### config.mk
export PLATFORM = sky130hd
export DESIGN_NAME = tick_rate_controller
export DESIGN_NICKNAME = d
export VERILOG_FILES = /design/src/rtl/tick_rate_controller.sv
export SDC_FILE = /design/constraint.sdc
export NUM_CORES = 1
export LEC_CHECK = 0
export BUFFER_PORTS_ARGS = -buffer_cell sky130_fd_sc_hd__buf_4
export CAP_MARGIN = 25
export CORE_MARGIN = 8
export CORE_UTILIZATION = 40
export CTS_BUF_LIST = sky130_fd_sc_hd__clkbuf_8
export CTS_CLUSTER_DIAMETER = 30
export DETAILED_ROUTE_END_ITERATION = 6
export PLACE_DENSITY = 0.69
export REMOVE_ABC_BUFFERS = 1
export SLEW_MARGIN = 5
export SYNTH_ARGS = -nofsm -noshare
export SYNTH_HDL_FRONTEND = slang
export SYNTH_SLANG_ARGS = --single-unit
### constraint.sdc
create_clock -name clk_in -period 11.4 [get_ports clk_in]
set_input_delay 1.14 -clock clk_in [delete_from_list [all_inputs] [get_ports clk_in]]
set_output_delay 1.14 -clock clk_in [all_outputs]
set_load 0.01 [all_outputs]
### src/rtl/tick_rate_controller.sv
// Programmable square-wave divider with a glitch-free half-period update path.
// A new half-period offered while running is held in a pending register.
// It takes effect only at the end of a complete output period (a falling-edge wrap),
// so no output period is ever cut short or stretched.
module tick_rate_controller #(
    parameter int          DIV_W        = 27,
    parameter int unsigned DEFAULT_HALF = 50000000
) (
    input  logic             clk_in,
    input  logic             resetf,
    input  logic             enable,
    input  logic             cfg_valid,
    input  logic [DIV_W-1:0] cfg_half,
    output logic             cfg_ready,
    output logic             cfg_err,
    output logic             clk_out,
    output logic             tick,
    output logic [DIV_W-1:0] cur_half
);

    typedef enum logic [1:0] {
        S_IDLE = 2'd0,
        S_RUN  = 2'd1,
        S_PEND = 2'd2
    } state_t;

    state_t           state;
    logic [DIV_W-1:0] counter;
    logic [DIV_W-1:0] pend_half;

    logic cfg_accept;
    logic cfg_zero;
    logic cfg_ok;
    logic wrap;
    logic period_end;

    assign cfg_accept = cfg_valid && cfg_ready;
    assign cfg_zero   = (cfg_half == '0);
    assign cfg_ok     = cfg_accept && !cfg_zero;
    assign wrap       = (counter == (cur_half - DIV_W'(1)));
    // A wrap while high ends a full output period: the only safe switch point.
    assign period_end = wrap && clk_out;

    // Control FSM, divider counter and all registered outputs.
    always_ff @(posedge clk_in or posedge resetf) begin
        if (resetf) begin
            state     <= S_IDLE;
            counter   <= '0;
            clk_out   <= 1'b0;
            tick      <= 1'b0;
            cfg_err   <= 1'b0;
            cfg_ready <= 1'b1;
            cur_half  <= DIV_W'(DEFAULT_HALF);
        end else begin
            cfg_err <= cfg_accept && cfg_zero;
            tick    <= 1'b0;
            case (state)
                S_IDLE: begin
                    counter <= '0;
                    clk_out <= 1'b0;
                    if (cfg_ok) begin
                        cur_half <= cfg_half;
                    end
                    if (enable) begin
                        state <= S_RUN;
                    end
                    cfg_ready <= 1'b1;
                end
                S_RUN: begin
                    if (!enable) begin
                        // Stopping: a config offered in the same cycle applies directly.
                        counter   <= '0;
                        clk_out   <= 1'b0;
                        state     <= S_IDLE;
                        cfg_ready <= 1'b1;
                        if (cfg_ok) begin
                            cur_half <= cfg_half;
                        end
                    end else begin
                        if (wrap) begin
                            counter <= '0;
                            clk_out <= !clk_out;
                            tick    <= !clk_out;
                        end else begin
                            counter <= counter + DIV_W'(1);
                        end
                        if (cfg_ok) begin
                            state     <= S_PEND;
                            cfg_ready <= 1'b0;
                        end else begin
                            cfg_ready <= 1'b1;
                        end
                    end
                end
                S_PEND: begin
                    if (!enable) begin
                        cur_half  <= pend_half;
                        counter   <= '0;
                        clk_out   <= 1'b0;
                        state     <= S_IDLE;
                        cfg_ready <= 1'b1;
                    end else if (period_end) begin
                        cur_half  <= pend_half;
                        counter   <= '0;
                        clk_out   <= 1'b0;
                        state     <= S_RUN;
                        cfg_ready <= 1'b1;
                    end else begin
                        if (wrap) begin
                            counter <= '0;
                            clk_out <= !clk_out;
                            tick    <= !clk_out;
                        end else begin
                            counter <= counter + DIV_W'(1);
                        end
                        cfg_ready <= 1'b0;
                    end
                end
                default: begin
                    state     <= S_IDLE;
                    counter   <= '0;
                    clk_out   <= 1'b0;
                    cfg_ready <= 1'b1;
                end
            endcase
        end
    end

    // Pending half-period capture.
    // It is only consumed from PEND, which reset always leaves.
    always_ff @(posedge clk_in) begin
        if ((state == S_RUN) && enable && cfg_ok) begin
            pend_half <= cfg_half;
        end
    end

endmodule

Yosys cells after proc, flatten, opt, wreduce, memory -nomap -nowiden
Index checks and enable logic that the tools add are counted.
{ "totals": {"input_bits": 31, "wordCells": 61, "reg_bits": 87, "output_inout_bits": 31} }
{ "op_classes": {"n_mux": 31, "reduce_logical": 13, "add_sub_neg": 2, "eq_ne": 7} }
{ "op_table": {"columns": ["op", "n"], "rows": [
  ["27-bit two-way mux", 8],
  ["27-bit one-hot mux with 3 select lines", 1],
  ["27-bit one-hot mux with 2 select lines", 1],
  ["27-bit by 1-bit adder with 27-bit output, second input constant", 1],
  ["27-bit == test", 1],
  ["27-bit zero test", 1],
  ["27-bit by 1-bit subtractor with 27-bit output, second input constant", 1],
  ["1-bit two-way mux", 12],
  ["2-bit two-way mux", 5],
  ["1-bit logical AND", 6],
  ["3-bit inequality test, second input constant", 2],
  ["1-bit one-hot mux with 2 select lines", 3],
  ["2-bit one-hot mux with 3 select lines", 1],
  ["3-bit AND reduction", 2],
  ["2-bit inequality test, second input constant", 2],
  ["3-bit nonzero test", 1],
  ["2-bit by 1-bit == test with 1-bit output, second input constant", 1],
  ["2-bit == test, second input constant", 1],
  ["1-bit zero test", 2],
  ["2-bit zero test", 1]
]} }

Logic depth before layout (Yosys ltp)
Gate-level depths: netlist of run 1.
{ "depth": {"ltp_word": 6, "depth_mapped": 18, "depth_no_buf": 15} }

Worst setup path after synthesis of run 1
OpenSTA, ideal clock, no wires.
{ "synth_timing": {"kind": "register to register", "from": "reg cur_half[0]", "to": "reg cur_half[17]", "path_buffers": 2, "setup_ns": 0.073, "stages_incl_launch_ff": 18, "t_arrival_ns": 3.858, "path_slack_ns": 7.469, "period_less_slack_ns": 3.931, "required_time_ns": 11.327, "path_cell_list": "dfrtp_1 > buf_2 > inv_1 > ha_1 > nor4b_2 > nand3b_1 > or4_1 > a2111oi_2 > o2111ai_1 > nor4_1 > and3_1 > ha_1 > nor2b_1 > o21a_1 > nor2_1 > clkbuf_1 > nor2_1 > a21oi_1"} }
{ "synth_between": {"elab_chain_cells": 5} }
{ "synth_rtl": {"columns": ["item", "line_no", "source"], "rows": [
  ["from (decl)", "18", "output logic [DIV_W-1:0] cur_half"],
  ["from (signal assigned)", "53", "cur_half <= DIV_W'(DEFAULT_HALF);"],
  ["from (signal assigned)", "62", "cur_half <= cfg_half;"],
  ["from (signal assigned)", "77", "cur_half <= cfg_half;"],
  ["27-bit by 1-bit subtractor with 27-bit output", "40", "assign wrap = (counter == (cur_half - DIV_W'(1)));"],
  ["27-bit == test", "40", null],
  ["1-bit logical AND", "42", "assign period_end = wrap && clk_out;"],
  ["3-bit inequality test (no source line)", null, null],
  ["3-bit AND reduction (no source line)", null, null]
]} }
No other way between the ends.
A chain may end at the register's enable or synchronous reset.

Worst setup path in the final report of run 1
{ "layout_timing": {"from": "reg cur_half[0]", "to": "reg counter[9]"} }
{ "layout_between": {"elab_chain_cells": 6, "elab_cells_between_ends": 8, "classes_between": "1 x add/sub; 1 x eq/ne; 5 x mux; 1 x reduce/logical"} }
{ "layout_rtl": {"columns": ["item", "line_no", "source"], "rows": [
  ["27-bit by 1-bit subtractor with 27-bit output (*)", "40", null],
  ["27-bit == test (*)", "40", null],
  ["27-bit two-way mux or 1-bit logical AND (tied branches)", "80, 109, 42", null],
  ["27-bit two-way mux", "102", "end else if (period_end) begin"],
  ["27-bit two-way mux", "96", "if (!enable) begin"],
  ["27-bit one-hot mux with 2 select lines (*)", "57", "case (state)"],
  ["to (signal assigned)", "85", "counter <= counter + DIV_W'(1);"],
  ["to (signal assigned)", "114", "counter <= counter + DIV_W'(1);"],
  ["to (decl)", "28", "logic [DIV_W-1:0] counter;"]
]} }
Every way passes the cells marked *; elsewhere a longest branch is shown, timed or not.

==> run metrics, run 1 <==
Required @ worst endpoint 11.61 ns; starting density of the core 41.2%; initial antenna violation count 0; CP bufs+invs 1; share of the synthesized area in the top cell type 24.9%; GRT Total Usage 14.9%; total congestion overflow 0; number of synthesized flops with an enable pin 27; DP HPWL 8.44 mm; # resized after CTS 0; most frequent cells in the layout nor2_1, buf_4, dfrtp_1; worst slew pin tran 0.934 ns; router iterations before antenna repair 4; post-synthesis compound-gate area fraction approximately 8.9%; crit-path cells inv_1, ha_1, nor4b_2, nand3b_1, or4_1, a2111oi_2, o2111ai_1, nor4_1, and3_1, ha_1, nor2b_1, o21a_1, nand2_1, a31o_1, nor2_1; final setup violation count 0; Worst-path clk slew 0.09 ns; CP max stage cell a31o_1; ant diodes 0; CTS Hold Bufs 0; Pwr Total 1.14 mW; Core ar. 11500 sq um; Top cell by count, worst path ha_1; cell leakage power 2.10 nW; Max Freq between 0.2 and 0.25 GHz; synth unique cells 53; number of global-route vias before repair roughly 3600; clk buf depth 2; XOR/XNOR share of the synthesized area a little over a tenth; Mapped Cells 469; final hold vios 0; Post-route DRC 0; largest family of logic cells by synthesized area simple AND/OR/NAND/NOR gates; post-layout util 47.9%; CP arrival 4.76 ns; post-synthesis area per instance 10.1 sq um; final instance count without filler cells 672; post-placement cell count 655; # fillers approximately 1100; Top Family by Delay on Critical Path simple AND/OR/NAND/NOR gates; Critical Path Start Type flip-flop; CTS buffer count 9; CP max FO 27; P&R area growth vs syn 16.4%; Seq/Total Area, Yosys 49.3%; # IOs slightly above 60; Routed WL per cell 17.0 um; max-capacitance violation count 0; status finished, final reports clean; post-CTS setup buffers 0; crit end category flip-flop; worst rel slew slack roughly 38%; worst hold-check path type reg2reg; fin crit share 39.9%; pin count of the biggest net entering global routing a little over 60; Period minus WS final 4.55 ns; die area 15500 sq um; top cells by area, synth dfrtp_1, edfxtp_1, dfstp_2; FP Rows 39; clk_lat worst skew roughly 0.37 ns; post-route ant nets 0; Adder-Cell Fraction of Synth Area around 2.1%; Port Buffers 61; vias after detailed routing 3614; routed wire length 11.4 mm; CTS tree built; Critical Setup Path Class reg2reg; first-pass GRT wire length 18.9 mm; share of layout cells above drive strength 1 19.3%; DRT iter0 DRCs 173; post-synthesis mux area share under 10%; Max H-tree Level 3; Die Width 125 um; CTS Root Cell clkbuf_8; YS warnings 0; Worst VDD drop between 0.1 and 0.15 mV; Via-to-Cell Ratio 5.38; routability cong. ~0.9; Cell Pwr Density 207 nW/um^2; Final Skew 0.0123 ns; Slew Limit Fails 0; largest area contributor in the netlist dfrtp_1; most common cell after layout, fill and taps aside nor2_1; Async SR Flop Fraction a little under 70%; Final Cell Area 5500 sq um; FF+latch count, synth 87; Max stage delay on crit path 0.72 ns; dpl cell area 5290 sq um; Net count, final approximately 560; die height around 120 um; synthesized area 4720 sq um; Post-Synth Simple-Gate Area 19.4%; RSZ-0062 raised after global routing false; CTS Sinks 87; Setup Total Neg Slack 0 ns; Synth Flop Type dfrtp_1
Yosys cell counts (2+ instances only):
cell type and instances:
o2111ai_1 3, o31ai_1 2, o211ai_1 2, dfstp_2 13, mux2i_1 28, nor2b_1 2
nor2_1 78, o21ai_0 7, nor3_1 15, a31oi_1 3, xnor2_1 25, a2111oi_2 2
and2_1 2, and3_1 10, and4_1 2, nand3_1 13, inv_1 12, clkbuf_1 12
buf_2 4, nand3b_1 2, nor4_1 14, buf_6 2, or3_1 3, ha_1 8
or4_1 2, nand4_1 12, buf_1 2, dfrtp_1 47, xor2_1 34, nor3b_1 2
nand2_1 23, a21oi_1 35, a21o_1 2, edfxtp_1 27
per-layer routing:
| metal | track usage (%) | share of wire, % | wire length [um] |
|---|---|---|---|
| met1 | 19.4 | 47 | 5340 |
| met2 | 23.3 | 47 | 5360 |
| met3 | 3.15 | 3.8 | 432 |
| met4 | 6.17 | 2.3 | 264 |
| met5 | 0 | 0 | 0 |
power by group:
group | switching [mW] | internal (mW)
logic | 0.224 | 0.189
clock network | 0.112 | 0.0993
registers | 0.111 | 0.405
final cells by class:
type | instances | area [sq um] | area share [%]
inverters | 12 | 45.0 | 0.819
multi-input cells | 349 | 2260 | 41.0
flip-flops and latches | 87 | 2330 | 42.4
well taps | 143 | 179 | 3.25
clock buffers | 9 | 124 | 2.25
clock inverters | 7 | 65.1 | 1.18
repair buffers | 65 | 500 | 9.10
kinds of logic after synthesis:
family / count (synthesis)
xor+xnor: 59
buf+inv: 33
simple gates: 186
flops: 87
compound gates: 67
fa+ha+maj: 8
mux: 29
flip-flops by register name, summed over array words and instances (netlist names):
register	cells
tick	1
clk_out	1
cfg_err	1
state	2
counter	27
pend_half	27
cur_half	27
cfg_ready	1
worst paths after layout:
kind	from	to	slack (ns)	cells after the start
setup / recovery	cur_half[0]	counter[9]	6.85	15
hold / removal	cfg_ready	cfg_err	0.54	2
setup reg to reg	cur_half[0]	counter[9]	6.85	15
hold reg to reg	cfg_ready	cfg_err	0.54	2
max in group asynchronous	resetf	counter[24]	9.92	3
min in group asynchronous	resetf	cur_half[8]	0.98	3
worst min-delay path, cell delays in order (launching register included):
cell     delay, ns
dfstp_2       0.38
nand2_1       0.07
nor3_1        0.05
per-stage QoR:
step	setup WS, ns	hold slack (ns)
CTS	6.71	0.539
floorplan	6.39	0.484
finish	6.85	0.539
detailed placement	6.75	0.526
global placement	6.96	0.507
global route	6.39	0.548
(Power assumes the default switching activity.)
==> inputs of run 2 (changes only) <==
- PLACE_DENSITY: 0.69 -> 0.71
- clock period: 11.4 -> 3.9 ns (I/O delays scaled with it)
==> run metrics, run 2 (synthesized netlist as in run 1, its figures left out) <==
status finished, final reports clean; Die Width 125 um (unchanged); Final Skew 0.00723 ns (-0.00507 ns); FP Rows 39 (unchanged); clk buf depth 2 (unchanged); final hold vios 0 (unchanged); Critical Path Start Type flip-flop; crit end category flip-flop; Period minus WS final 3.76 ns (-0.799 ns); routed wire length 11.8 mm (+3.8%); DRT iter0 DRCs 177 (+2.3%); GRT Total Usage 14.6% (-0.26 points); die height 125 um (unchanged); worst slew pin tran 0.742 ns (-0.193 ns); # IOs 62 (unchanged); Port Buffers 61 (unchanged); Worst VDD drop 0.354 mV (+220%); Worst-path clk slew 0.09 ns (about the same); P&R area growth vs syn 22.6%; starting density of the core 41.2% (unchanged); R2R Path End cur_half[4]; fin worst setup slack 0.145 ns (-6.70 ns); Post-route DRC 0 (unchanged); most common cell after layout, fill and taps aside buf_4; CTS buffer count 9 (unchanged); R2R depth 14 (-1); worst hold-check path type in2reg; final setup violation count 0 (unchanged); Max H-tree Level 3 (unchanged); clk_lat worst skew 0.37 ns (about the same); first-pass GRT wire length 18.7 mm (-1.2%); Critical Setup Path Class reg2reg; routability cong. 0.896 (+0.74%); number of global-route vias before repair 3644 (+0.055%); CP max FO 27 (unchanged); worst rel slew slack 50.6% (+13 points); Core ar. 11500 sq um (unchanged); CTS Root Cell clkbuf_8; vias after detailed routing 3786 (+4.8%); R2R setup slack 0.14 ns (-6.70 ns); CTS Sinks 87 (unchanged); DP HPWL 8.47 mm (+0.36%); CP arrival 4.06 ns (-0.70 ns); Routed WL per cell 17.0 um (+0.38%); share of layout cells above drive strength 1 23.7% (+4.5 points); Setup Total Neg Slack 0 ns (unchanged); fin crit share 96.3% (+56 points); ant diodes 0 (unchanged); max-capacitance violation count 0 (unchanged); Cell Pwr Density 625 nW/um^2 (+200%); min-delay src cfg_half[13]; post-route ant nets 0 (unchanged); crit-path cells or4_4, or3_1, a21o_1, a2111oi_2, o2111ai_1, nor4_1, and3_1, ha_1, nor2b_1, o21a_1, nor2_4, clkbuf_16, nor2_1, a21oi_1; Slew Limit Fails 0 (unchanged); total congestion overflow 0 (unchanged); initial antenna violation count 0 (unchanged); post-layout util 50.5% (+2.6 points); hold-critical path depth 1 (-1); Hold Crit Endpoint pend_half[13]; Max Freq 0.266 GHz (+21%); die area 15500 sq um (unchanged); Max stage delay on crit path 0.58 ns (-0.14 ns); Top Registers counter x27, cur_half x27, pend_half x27; worst r2r src cur_half[1]; most frequent cells in the layout buf_4, nor2_1, dfrtp_1; cell leakage power 2.26 nW (+7.5%); CP max stage cell or4_4; Net count, final 586 (+4.1%); Via-to-Cell Ratio 5.45 (+1.3%); pin count of the biggest net entering global routing 60 (-1.6%); pre-CTS WS -0.00429 ns (-6.75 ns); Required @ worst endpoint 4.20 ns (-7.41 ns); router iterations before antenna repair 4 (unchanged); CTS tree built
[run 2: cell count changes in the layout (fill, tap and decap cells not counted), sizes merged]
cell / before / now
bufinv: 1 / 2
clkinvlp: 3 / 2
clkbuf: 9 / 11
buf: 65 / 85
inv: 13 / 15
clkinv: 2 / 0
dlygate4sd3: 0 / 1
[run 2: timing repair]
item | in CTS | in global routing
pin swaps | 0 | 5
hold endpoints to repair | 1 | 0
setup endpoints to repair | 8 | 55
gates cloned | 0 | 2
setup buffers | 0 | 3
resized for setup | 1 | 8
hold buffers | 1 | 0
[run 2: power breakdown]
group	internal (mW)	leakage, nW	switching, mW
Combinational	0.670	1.16	0.768
Clock	0.363	0.108	0.342
Sequential	1.19	0.990	0.290
[run 2: how the worst max path moves through the flow]
stage          slack, ns         from            to  cells after the start
2_1_floorplan      -1.11  cur_half[0]   cur_half[0]                     14
3_3_place_gp        0.19  cur_half[0]   cur_half[7]                     16
3_5_place_dp      -0.004  cur_half[0]   cur_half[7]                     16
4_1_cts             0.07  cur_half[0]   cur_half[7]                     17
5_1_grt            -0.01  cur_half[1]  cur_half[18]                     17
6_report            0.14  cur_half[1]   cur_half[4]                     14
[run 2: cell type report]
| cell class | instances | area (sq um) |
|---|---|---|
| Tap cell | 143 | 179 |
| Inverter | 12 | 45.0 |
| Sequential cell | 87 | 2330 |
| Clock inverter | 7 | 96.3 |
| Fill cell | 997 | 5680 |
| Multi-Input combinational cell | 349 | 2290 |
| Clock buffer | 9 | 124 |
| Timing Repair Buffer | 88 | 723 |
[run 2: worst max-delay path: cells and delay by family (launching register included)]
family | cells | cell delay, ns
buffers and inverters | 1 | 0.25
AOI/OAI and AO/OA | 5 | 1.09
DFF | 1 | 0.46
and+or+nand+nor | 7 | 1.70
adders and majority gates | 1 | 0.18
[run 2: metrics by stage]
stage               hold slack (ns)  cells  area (sq um)  total power, mW
floorplan                     0.484    448          4620             2.19
global placement              0.400    673          5450             2.78
detailed placement            0.404    673          5450             2.82
CTS                           0.192    690          5690             3.54
global route                  0.189    695          5790             3.82
finish                        0.206    695          5790             3.62
[run 2: layer usage]
layer / vias up / GRT usage [%] / wire [um] / part of all wire [%]
met4: 0 / 6.09 / 239 / 2.0
met3: 18 / 3.19 / 510 / 4.3
li1: 1819 / - / - / -
met2: 109 / 24.3 / 5970 / 50
met5: - / 0 / 0 / 0
met1: 1840 / 17.8 / 5110 / 43
